[src/rtl/mem_byte_sequencer.sv]
// Arbitrates the fetch and load/store ports onto a byte-wide, fixed-latency RAM, splitting each access
// into little-endian single-byte transactions. Optional misaligned data-access trap: MEM_SEQ_MISALIGN_TRAP_EN.
module mem_byte_sequencer #(
    parameter int FLUSH_CYCLES = 4,
    parameter bit ROUND_ROBIN  = 1'b1
) (
    input  logic        i_clk,
    input  logic        i_reset,
    input  logic        i_if_req,
    input  logic [31:0] i_if_address,
    output logic [31:0] o_if_data,
    output logic        o_if_ack,
    input  logic        i_d_req,
    input  logic        i_d_write,
    input  logic [1:0]  i_d_size,
    input  logic [31:0] i_d_address,
    input  logic [31:0] i_d_wdata,
    output logic [31:0] o_d_rdata,
    output logic        o_d_ack,
    output logic        o_d_misalign,
    output logic [31:0] o_mem_address,
    output logic [7:0]  o_mem_data,
    output logic        o_mem_write,
    output logic        o_mem_request,
    input  logic [7:0]  i_mem_data,
    input  logic        i_mem_data_DV
);
    localparam int CW = (FLUSH_CYCLES > 1) ? $clog2(FLUSH_CYCLES) : 1;

    typedef enum logic [1:0] {FLUSH, IDLE, ACCESS, GAP} state_t;

    state_t        state, state_next;
    logic [CW-1:0] flush_cnt;
    logic [31:0]   base, wdata, result, result_cap;
    logic [1:0]    k, last_k, grant_last_k;
    logic          wr, grant_d, last_data;
    logic          if_pend, d_pend, pick_d, grant, trap_hit, done;

    always_ff @(posedge i_clk or posedge i_reset) begin
        if (i_reset) state <= FLUSH;
        else         state <= state_next;
    end

    // NOTE: every signal gets a default first; a path that skips an assignment would infer a latch.
    always_comb begin
        state_next    = state;
        o_mem_request = 1'b0;
        o_mem_write   = 1'b0;
        o_mem_address = '0;
        o_mem_data    = '0;
        result_cap    = result;
        done          = 1'b0;
        // A port is masked during its own ack cycle, so a held req only counts again one cycle later.
        if_pend = i_if_req & ~o_if_ack;
        d_pend  = i_d_req & ~o_d_ack;
        if (if_pend && d_pend) pick_d = ROUND_ROBIN ? ~last_data : 1'b1;
        else                   pick_d = d_pend;
        grant = (state == IDLE) && (if_pend || d_pend);
        if (!pick_d)                grant_last_k = 2'd3;
        else if (i_d_size == 2'b00) grant_last_k = 2'd0;
        else if (i_d_size == 2'b01) grant_last_k = 2'd1;
        else                        grant_last_k = 2'd3;
`ifdef MEM_SEQ_MISALIGN_TRAP_EN
        trap_hit = grant && pick_d &&
                   ((i_d_size == 2'b01 && i_d_address[0]) ||
                    (i_d_size[1] && i_d_address[1:0] != 2'b00));
`else
        trap_hit = 1'b0;
`endif
        case (state)
            FLUSH:   if (flush_cnt == '0) state_next = IDLE;
            IDLE:    if (grant && !trap_hit) state_next = ACCESS;
            ACCESS: begin
                o_mem_request = 1'b1;
                o_mem_write   = wr;
                o_mem_address = base + {30'd0, k};
                o_mem_data    = wdata[{k, 3'b000} +: 8];
                if (!wr) result_cap[{k, 3'b000} +: 8] = i_mem_data;
                if (i_mem_data_DV) begin
                    done       = (k == last_k);
                    state_next = done ? IDLE : GAP;
                end
            end
            GAP:     state_next = ACCESS;
            default: state_next = FLUSH;
        endcase
    end

    // NOTE: non-blocking assignments so every register updates from the values seen before the edge.
    always_ff @(posedge i_clk or posedge i_reset) begin
        if (i_reset) begin
            flush_cnt <= CW'(FLUSH_CYCLES - 1);
            base      <= '0;
            wdata     <= '0;
            result    <= '0;
            k         <= '0;
            last_k    <= '0;
            wr        <= 1'b0;
            grant_d   <= 1'b0;
            last_data <= 1'b1;
            o_if_data <= '0;
            o_if_ack  <= 1'b0;
            o_d_rdata <= '0;
            o_d_ack   <= 1'b0;
        end else begin
            o_if_ack <= 1'b0;
            o_d_ack  <= 1'b0;
            if (state == FLUSH && flush_cnt != '0) flush_cnt <= flush_cnt - CW'(1);
            if (grant) begin
                base      <= pick_d ? i_d_address : i_if_address;
                wr        <= pick_d & i_d_write;
                wdata     <= pick_d ? i_d_wdata : '0;
                last_k    <= grant_last_k;
                k         <= '0;
                result    <= '0;
                grant_d   <= pick_d;
                last_data <= pick_d;
                if (trap_hit) begin
                    o_d_ack   <= 1'b1;
                    o_d_rdata <= '0;
                end
            end
            if (state == ACCESS && i_mem_data_DV) begin
                result <= result_cap;
                k      <= k + 2'd1;
                if (done) begin
                    if (grant_d) begin
                        o_d_ack   <= 1'b1;
                        o_d_rdata <= result_cap;
                    end else begin
                        o_if_ack  <= 1'b1;
                        o_if_data <= result_cap;
                    end
                end
            end
        end
    end

`ifdef MEM_SEQ_MISALIGN_TRAP_EN
    always_ff @(posedge i_clk or posedge i_reset) begin
        if (i_reset) o_d_misalign <= 1'b0;
        else         o_d_misalign <= trap_hit;
    end
`else
    assign o_d_misalign = 1'b0;
`endif

endmodule
[config.mk]
export PLATFORM = sky130hd
export DESIGN_NAME = mem_byte_sequencer
export DESIGN_NICKNAME = d
export VERILOG_FILES = /design/src/rtl/mem_byte_sequencer.sv
export SDC_FILE = /design/constraint.sdc
export NUM_CORES = 1
export LEC_CHECK = 0
export CORE_UTILIZATION = 45
export CTS_CLUSTER_SIZE = 20
export DETAILED_ROUTE_END_ITERATION = 8
export GPL_TIMING_DRIVEN = 0
export PLACE_DENSITY = 0.73
export SLEW_MARGIN = 0
export SYNTH_ARGS = -nofsm -noshare
export SYNTH_HDL_FRONTEND = slang
export SYNTH_SLANG_ARGS = --single-unit
[constraint.sdc]
create_clock -name i_clk -period 7.53 [get_ports i_clk]
set_input_delay 1.1295 -clock i_clk [delete_from_list [all_inputs] [get_ports i_clk]]
set_output_delay 1.1295 -clock i_clk [all_outputs]
set_load 0.005 [all_outputs]
# Word level (Yosys, flattened, before mapping)
# Cells that the tools add are included.
[totals]
ff_bits = 173
input_bits = 112
out_inout_bits = 109
wordCells = 79
[op_classes]
n_addsub = 4
n_eq_ne = 8
shifts = 3
n_mux = 30
bitwise_logic = 7
n_reduce_logical = 13
[op_table]
columns = ["op", "count"]
rows = [
  ["2-to-1 mux 32 bit", 7],
  ["adder 32 x 2 -> 32 bit", 1],
  ["bitwise mux 32 bit", 1],
  ["variable shift 8 x 7 -> 32 bit (first input constant)", 1],
  ["variable part select 32 x 6 -> 8 bit", 1],
  ["variable part select 8 x 7 -> 32 bit", 1],
  ["2-to-1 mux 2 bit", 9],
  ["2-to-1 mux 1 bit", 11],
  ["AND reduction 3 bit", 3],
  ["2-to-1 mux 8 bit", 1],
  ["case mux 2 bit (4 select lines)", 1],
  ["negator 5 -> 7 bit", 1],
  ["zero test 2 bit", 3],
  ["inequality test 2 bit (second input constant)", 3],
  ["equality test 2 x 1 -> 1 bit (second input constant)", 2],
  ["equality test 2 bit (second input constant)", 2],
  ["logical AND 1 bit", 4],
  ["inverter 1 bit", 4],
  ["nonzero test 2 bit", 2],
  ["bitwise AND 1 bit", 3],
  ["adder 2 x 1 -> 2 bit (second input constant)", 1],
  ["equality test 2 bit", 1],
  ["subtractor 2 x 1 -> 2 bit (second input constant)", 1],
  ["logical OR 1 bit", 1],
]

# Longest topological paths before layout
[logic_depth]
depth_word = 6
mapped_depth = 9
ltp_nobuf = 6

# Worst setup path before layout
# No wires, ideal clock.
[synth_timing]
kind = "reg-to-output"
from = "reg k[0]"
to = "out o_mem_address[22]"
arrival_ns = 2.195
required_time_ns = 6.400
setup_slack_ns = 4.205
stages_incl_launch_ff = 8
n_path_buf = 1
path_cell_list = "dfrtp_1 -> ha_1 -> fa_1 -> and4_1 -> clkbuf_1 -> nand4_1 -> or4_1 -> a21oi_1"
[synth_via]
elab_chain_len = 2
[synth_rtl]
columns = ["item", "line_no", "rtl"]
rows = [
  ["start: declaration", "35", "logic [1:0] k, last_k, grant_last_k;"],
  ["start signal: assignment", "125", "k <= k + 2'd1;"],
  ["adder 32 x 2 -> 32 bit", "76", "o_mem_address = base + {30'd0, k};"],
  ["2-to-1 mux 32 bit", "70", "case (state)"],
  ["end: declaration", "21", "output logic [31:0] o_mem_address,"],
]
# Every way passes these cells.

# Worst setup path in the final report
# Same ends and word-level chain as after synthesis.

==> summary.md <==
| Metric | Value |
|---|---|
| Crit path DAT | 3630 ps |
| Startpoint Class | flop |
| Die area | 0.0193 sq mm |
| Min-Delay Path Class | flop to flop |
| Period utilization | 63.2% |
| Final Hold Violating Endpoints | 0 |
| RSZ-0062 raised after global routing | no |
| Largest net degree at the start of global routing | 99 |
| Crit-path cells | ha_1 -> fa_1 -> and4_1 -> clkbuf_1 -> nand4_1 -> or4_1 -> a21oi_1 -> clkdlybuf4s50_1 |
| Post-synthesis cell area | ~0.0084 sq mm |
| Syn Nets | a little under 1000 |
| WL final | between 20 and 25 mm |
| Vias in the first global route | between 7000 and 8000 |
| Post-DP HPWL | about 17 mm |
| Post-synth EDFFs | 0 |
| Path type of the worst setup path | flop to output port |
| Htree depth | 4 |
| Initial core utilization | a little under half |
| Reg2Reg Setup Slack | 4050 ps |
| Worst Path Buf+Inv | 2 |
| Worst path required time | approximately 6400 ps |
| Asr flop ratio synth | between 90% and 100% |
| DR DRC count | 13 |
| ANT nets after route | 0 |
| Number of synthesized register bits | approximately 170 |
| Die H | about 140 um |
| Worst slew pin tran | ~840 ps |
| Hold WS | 467 ps |
| Max-slew violation count | 0 |
| Maximum clock rate | 210 MHz |
| Setup_tns | 0 ps |
| Finished Layout Cells | 1333 |
| Synth top area share | 50.4% |
| CTS max path bufs | 2 |
| Max-Cap Viols | 0 |
| Area delta synth->final | 36.4% |
| First-pass GRT wire length | ~40 mm |
| Clock Skews | 20.1 ps |
| Reg clk slew, reported paths | 80 ps |
| Vias | 7550 |
| Crit-path max FO | 10 |
| Vias/cell | roughly 5.7 |
| # nets final | ~1200 |
| DP Cell Count | about 1300 |
| Crit-path leading delay family | simple AND/OR/NAND/NOR gates |
| Maximum vdd drop | roughly 0.22 mV |
| CTS tree | yes |
| Placeable Area | 0.0181 sq mm |
| Number of synthesis warnings | 0 |
| Setup Viol. Count Final | 0 |
| Cells after synthesis | between 800 and 900 |
| Synth area leader | dfrtp_1 |
| Top post-synthesis cells by count | dfrtp_1, nand2_1, nor2_1, a22o_1, nand3_1 |
| Top cells by area, synth | dfrtp_1, nand2_1, mux2_2 |
| Min cycle time layout | between 4000 and 5000 ps |
| CTS root buf | clkbuf_16 |
| Syn Area/Cell | 9.82 sq um |
| Yosys cell types | between 50 and 60 |
| Average wire per standard cell | about 18 um |
| Postcts setup bufs | 0 |
| Sequential area share after synthesis | between 50% and 60% |
| GP Congestion | between 0.8 and 0.9 |
| Detailed Route Iter0 Violations | ~470 |
| Crit. End Element | output port |
| I/O pins | ~220 |
| Die Wd | between 100 and 150 um |
| Status | complete, but fails checks |
| Gr ovfl total | 0 |
| Pwr Density | 388 mW/mm^2 |
| CP max stage cell | or4_1 |
| I/O Buffers | between 200 and 250 |
| Hold_buf cts | 0 |
| Num CTS Buffers | 17 |
| Crit-path max cell delay | 610 ps |
| Fraction of layout cells with a size suffix above 1 | under 10% |
| Initial antenna violation count | 0 |
| Top-count cell post-synth | dfrtp_1 |
| Clock sinks | approximately 170 |
| Number of diodes | 0 |
| Rel. slew slack | approximately 44% |
| Later-pin clock latency in the skew report | 440 ps |
| GRT Resource Usage Total | 26.5% |
| Failing checks | design-rule violations |
| Pleak | ~0.005 uW |
| FP Rows | 49 |
| Post-CTS resize count | 0 |
| First-pass DRT Iterations | 8 |
| Top_reg_cell synth | dfrtp_1 |
-- worst paths after layout --
kind,start,to,cells past startpoint
min in group asynchronous,i_reset,wdata[29],2
setup reg to reg,k[0],result[3],8
setup / recovery,k[0],o_mem_address[22],8
hold reg to reg,wdata[28],wdata[28],2
max in group asynchronous,i_reset,o_if_data[0],3
hold / removal,wdata[28],wdata[28],2
-- state kept, by name (all words and copies together), names as in the netlist --
signal and count:
state 2, grant_d 1, result 32, wdata 32, last_k 2, k 2
o_if_ack 1, base 32, flush_cnt 2, o_if_data 32, wr 1, o_d_rdata 32
last_data 1, o_d_ack 1
-- cell families (layout without fill, tap and decap cells) --
family	count (synthesis)	after routing	share of synthesized area, %
DFF	173	173	51.4
AOI/OAI and AO/OA	185	185	15.0
muxes	45	45	7.08
and+or+nand+nor	354	354	19.9
xor gates and xnor gates	13	13	1.35
other	1	1	0.0445
buffers and inverters	79	324	3.84
adders and majority gates	9	9	1.42
-- per-layer routing --
| metal | vias up | part of all wire [%] | GRT usage, % |
|---|---|---|---|
| li1 | 3547 | - | - |
| met3 | 37 | 5.6 | 4.87 |
| met2 | 259 | 47 | 41.7 |
| met5 | - | 0 | 0 |
| met1 | 3707 | 44 | 36.8 |
| met4 | 0 | 2.8 | 9.59 |
-- final cells by class --
type                    count  area, sq um
repair buffers            213         2150
clock inverters            14          185
fillers                  1567         6640
inverters                  15         65.1
flip-flops and latches    173         4330
well taps                 229          287
clock buffers              18          439
multi-input cells         607         3780
plain buffers              64          267
-- through the flow --
stage / area, sq um / power [uW] / setup slack [ps] / util, %
5_1_grt: 11500 / 4750 / 2520 / 63.4
4_1_cts: 11500 / 4480 / 2780 / 63.4
6_report: 11500 / 4460 / 2770 / 63.4
3_3_place_gp: 10800 / 3490 / -705 / 59.8
2_1_floorplan: 8440 / 2580 / 1720 / -
3_5_place_dp: 10900 / 3530 / 3270 / 59.9
-- where the power goes --
group / total, uW / internal (uW) / switching, uW
sequential: 1570 / 1290 / 283
clock: 933 / 518 / 415
combinational: 1960 / 1000 / 955
total: 4460 / 2810 / 1650
-- cell usage in the layout (no fill, tap or decap), types with 12 or more instances in the layout --
master             n
a22o_1            47
clkbuf_16         17
a31oi_1           34
nand4_1           12
clkbuf_1          39
o21ai_0           28
buf_2             12
nand3_1           45
clkdlybuf4s50_1  212
inv_1             13
o31ai_1           12
mux2_2            37
nand2_1          160
nor2_1            65
and2_1            14
a21oi_1           39
dfrtp_1          170
-- worst min-delay path: cells and delay by family, from the launching register on --
family | cells | cell delay [ps]
flip-flops | 1 | 340
AND/OR/NAND/NOR | 2 | 100
Note: power is estimated with default switching activity, not from simulation.
